File: src/rtl/rename_register_file.sv
// ============================================================================
//  Module   : rename_register_file
//  Purpose  : Architectural register file with per-register rename tags and
//             same-cycle commit bypass on every read port.
//  Revision : 1.0 - initial release
// ============================================================================
`default_nettype none

`ifndef ROB_WIDTH_BIT
`define ROB_WIDTH_BIT 4
`endif

module rename_register_file #(
  parameter int XLEN = 32,
  parameter int NREG = 32,
  parameter int TAGW = `ROB_WIDTH_BIT,
  parameter int NRD  = 2,
  localparam int REGW = $clog2(NREG)
) (
  input  logic                 clk_in,
  input  logic                 rst_in,
  input  logic                 rdy_in,
  input  logic                 flush_in,
  input  logic                 rename_en,
  input  logic [REGW-1:0]      rename_reg,
  input  logic [TAGW-1:0]      rename_tag,
  input  logic                 commit_en,
  input  logic [REGW-1:0]      commit_reg,
  input  logic [TAGW-1:0]      commit_tag,
  input  logic [XLEN-1:0]      commit_val,
  input  logic [NRD*REGW-1:0]  rd_id,
  output logic [NRD*XLEN-1:0]  rd_val,
  output logic [NRD-1:0]       rd_has_dep,
  output logic [NRD*TAGW-1:0]  rd_dep
);

  logic [XLEN-1:0] w_value [NREG];
  logic [TAGW-1:0] w_dep   [NREG];
  logic [NREG-1:0] w_has_dep;

  for (genvar g = 0; g < NREG; g++) begin : g_reg
    if (g == 0) begin : g_zero
      assign w_value[g]   = '0;
      assign w_dep[g]     = '0;
      assign w_has_dep[g] = 1'b0;
    end else begin : g_live
      localparam logic [REGW-1:0] c_idx = REGW'(g);

      logic [XLEN-1:0] r_value;
      logic [TAGW-1:0] r_dep;
      logic            r_has_dep;
      logic            w_commit_hit;
      logic            w_rename_hit;

      assign w_commit_hit = commit_en && (commit_reg == c_idx);
      assign w_rename_hit = rename_en && !flush_in && (rename_reg == c_idx);

      // Priority on has_dep: flush, then a new rename, then a tag-matching commit.
      always_ff @(posedge clk_in or negedge rst_in) begin
        if (!rst_in) begin
          r_value   <= '0;
          r_dep     <= '0;
          r_has_dep <= 1'b0;
        end else if (rdy_in) begin
          if (w_commit_hit) begin
            r_value <= commit_val;
          end
          if (flush_in) begin
            r_has_dep <= 1'b0;
          end else if (w_rename_hit) begin
            r_has_dep <= 1'b1;
            r_dep     <= rename_tag;
          end else if (w_commit_hit && r_has_dep && (r_dep == commit_tag)) begin
            r_has_dep <= 1'b0;
          end
        end
      end

      assign w_value[g]   = r_value;
      assign w_dep[g]     = r_dep;
      assign w_has_dep[g] = r_has_dep;
    end
  end

  for (genvar p = 0; p < NRD; p++) begin : g_rd
    logic [REGW-1:0] w_id;
    logic            w_bypass;

    assign w_id = rd_id[p*REGW +: REGW];

    // Only a commit that would actually retire the pending producer is forwarded.
    assign w_bypass = rst_in && rdy_in && commit_en && (commit_reg == w_id) &&
                      (w_id != '0) && w_has_dep[w_id] && (w_dep[w_id] == commit_tag);

    assign rd_val[p*XLEN +: XLEN] = w_bypass ? commit_val : w_value[w_id];
    assign rd_has_dep[p]          = w_has_dep[w_id] && !w_bypass;
    assign rd_dep[p*TAGW +: TAGW] = w_dep[w_id];
  end

endmodule

`default_nettype wire
File: config.mk
export PLATFORM = sky130hd
export DESIGN_NAME = rename_register_file
export DESIGN_NICKNAME = d
export VERILOG_FILES = /design/src/rtl/rename_register_file.sv
export SDC_FILE = /design/constraint.sdc
export NUM_CORES = 2
export LEC_CHECK = 0
export CORE_MARGIN = 3
export CORE_UTILIZATION = 28
export CTS_BUF_LIST = sky130_fd_sc_hd__clkbuf_4
export DETAILED_ROUTE_END_ITERATION = 8
export PLACE_DENSITY = 0.42
export SYNTH_ARGS = -nofsm -noshare
export SYNTH_HDL_FRONTEND = slang
export SYNTH_SLANG_ARGS = --single-unit
File: constraint.sdc
create_clock -name clk_in -period 15.7 [get_ports clk_in]
set_clock_uncertainty 0.15 [all_clocks]
set_input_delay 3.925 -clock clk_in [delete_from_list [all_inputs] [get_ports clk_in]]
set_output_delay 3.925 -clock clk_in [all_outputs]
set_load 0.03 [all_outputs]
==> flow_summary.yaml <==
drt:
  drt_iter0_markers: 2556
  wl_um: 231000
  viasPerCell: 5.35
  drc: 0
  vias: 40647
  dr.pass1.iters: 5
  routedWlPerCell_um: 30.4
  final_antenna_net_count: 0
timing:
  fin_crit_ns: 13.05
  rsz0062_at_grt: "no"
  finalSetupTns_ns: 0
  worstMarginPinSlew_ns: 1.26
  fmax_mhz: 76.6
  period_share_pct: 83.1
  hold_viol: 0
  slew_viol_final: 0
  finalSetupViolCount: 0
  worst_slack_ns: 2.65
  relSlewSlack_pct: 15.8
setup_path:
  critPathMaxFanout: 62
  path_class: "in -> out"
  regToRegStartpoint: "g_reg[27].g_live.r_dep[0]"
  start_kind: "input port"
  r2r-end: "g_reg[27].g_live.r_has_dep"
  ff2ff_setup_slack_ns: 13.91
  crit_path_end_kind: "primary output"
  required_ns: 11.63
  ff2ff_path_depth: 4
  crit_arrival_ns: 8.98
clock_tree:
  cts-resized-gates: 0
  htreeDepth: 5
  clock-sinks: 1147
  hold_buffers: 0
  clk_latency_ns: 1.36
  clkTransAtPathRegs_ns: 0.06
  clockBufferDepth: 4
  clockRootBuffer: "clkbuf_4"
  cts_buffers: 357
  post_cts_buffers: 0
  cts_tree: "done"
placed_design:
  pre_cts_ws_ns: 2.52
  io_buffers: 139
  gp_congestion: 0.799
  dp_hpwl_um: 126000
  dp_cells: 7007
global_route:
  overflow: 0
  grt_max_degree: 147
  track_usage_pct: 19.6
  grt_pass1_vias: 43974
  antenna_found_initial: 10
  grt_pass1_wl_um: 335000
die:
  die_y_um: 484
  dieArea_sq_um: 234000
  io_pins: 140
  rows: 174
  core_sq_um: 226000
  start_util_pct: 28.3
  die_x_um: 484
logic_synthesis:
  synth_common_cells: "mux2_2, dfrtp_1, mux4_2, clkbuf_1, nor2_1"
  synthSimpleGateAreaFrac_pct: 2.73
  synth.cell_area_sq_um: 63900
  synthFlopType: "dfrtp_1"
  yosysMostFrequentCell: "mux2_2"
  yosys_warnings: 0
  syn-instance-count: 4201
  synthXorXnorAreaFrac_pct: 1.85
  synth_top_family_by_area: "multiplexers"
  synth_edf_count: 0
  yosysTopAreaCell: "dfrtp_1"
  synthTopCellsByArea: "dfrtp_1, mux4_2, mux2_2"
  syn_avg_cell_area_sq_um: 15.2
  synth-compound-area-share_pct: 1.57
  yosysUniqueCellTypes: 57
  ys_async_sr_fraction_pct: 100
  synth_nets: 4267
  ys_seq_area_share_pct: 44.9
  yosys.area_share.adder_pct: 0
  synth_top_area_share_pct: 44.9
  synthMuxAreaShare_pct: 46.0
  ys_ff_latch: 1147
finish:
  areaGrowthSynthToFinish_pct: 13.4
  layout.nets: 4440
  nFillCells: 22340
  stdcell_count: 7599
  drive_gt1_share_pct: 56.0
  utilization_pct: 32.1
power:
  power_density_nw_per_um2: 110
  ir_drop_uv: 87.2
  leakagePower_nw: 31.6
hold_path:
  hold-path-endpoint: "g_reg[18].g_live.r_value[17]"
  worstHoldStart: "g_reg[18].g_live.r_value[17]"
  min_path_cells: 1
  hold_class: "reg -> reg"
status:
  status: "complete, no violations"
run:
  max-cap-violations: 0
## stage by stage
stage	power (mW)	hold WS (ns)	cell area, sq um
2_1_floorplan	4.67	0.328	63900
3_3_place_gp	5.18	0.351	68300
3_5_place_dp	5.20	0.361	68300
4_1_cts	8.15	0.375	72400
5_1_grt	8.45	0.381	72400
6_report	8.00	0.371	72400
## critical path: stages
cell and delay, ns:
buf_8 0.58, buf_4 0.79, mux4_2 0.64, mux2i_1 0.17, a2bb2oi_1 0.11, o221ai_1 0.11
xor2_1 0.26, o2111ai_4 0.52, buf_4 0.56, buf_4 0.30, mux2_4 0.31, clkdlybuf4s50_1 0.60
## worst max-delay path by stage
stage          startpoint          to  slack, ns  cells after the start
4_1_cts          rd_id[5]  rd_val[52]       2.51                     12
6_report         rd_id[5]  rd_val[52]       2.65                     12
3_5_place_dp     rd_id[5]  rd_val[52]       2.52                     12
2_1_floorplan    rd_id[0]  rd_val[10]       4.96                     10
3_3_place_gp     rd_id[5]  rd_val[53]       2.64                     12
5_1_grt          rd_id[5]  rd_val[53]       2.37                     12
## cell usage in the layout, fill, tap and decap left out, types with 20 or more instances in the layout
cell type | synthesis | layout
nor2_1 | 146 | 128
xnor2_1 | 48 | 48
mux2i_1 | 62 | 62
clkdlybuf4s50_1 | 0 | 121
dfrtp_1 | 1147 | 1147
clkinv_1 | 0 | 73
mux2_2 | 1227 | 1227
buf_4 | 12 | 98
clkbuf_4 | 0 | 495
xor2_1 | 87 | 87
mux4_2 | 635 | 635
mux2_4 | 29 | 29
nor4_1 | 25 | 24
a22o_1 | 32 | 32
nand2_1 | 117 | 111
o21ai_0 | 43 | 43
nand3_1 | 26 | 20
## state kept, by name (all words and copies together), names as in the netlist
register            cells
g.g_live.r_dep        124
g.g_live.r_has_dep     31
g.g_live.r_value      992
## layer usage
layer | wire (um) | vias to the layer above | part of all wire [%] | GRT usage (%)
li1 | - | 16718 | - | -
met1 | 102000 | 22414 | 44 | 26.2
met2 | 112000 | 1109 | 49 | 32.4
met3 | 10100 | 404 | 4.4 | 3.24
met4 | 6590 | 2 | 2.9 | 6.29
met5 | 19 | - | 0.0082 | 0
## power by group
part | switching (mW) | leakage (nW) | internal (mW)
combinational | 0.670 | 13.9 | 0.859
clock | 1.39 | 2.45 | 1.48
sequential | 0.279 | 15.3 | 3.33
## layout make-up
| cell class | count | area (sq um) | share of cell area [%] |
|---|---|---|---|
| Antenna cell | 17 | 42.5 | 0.0587 |
| Clock buffer | 495 | 3720 | 5.13 |
| Clock inverter | 80 | 385 | 0.532 |
| Inverter | 8 | 35.0 | 0.0484 |
| Multi-Input combinational cell | 2618 | 33600 | 46.4 |
| Sequential cell | 1147 | 28700 | 39.6 |
| Tap cell | 2992 | 3740 | 5.17 |
| Timing Repair Buffer | 242 | 2240 | 3.09 |
## kinds of logic after synthesis
family,Yosys count
flops,1147
compound gates,138
simple gates,385
mux,1960
xor+xnor,135
buf+inv,436
Power figures use the tool's default switching activity.
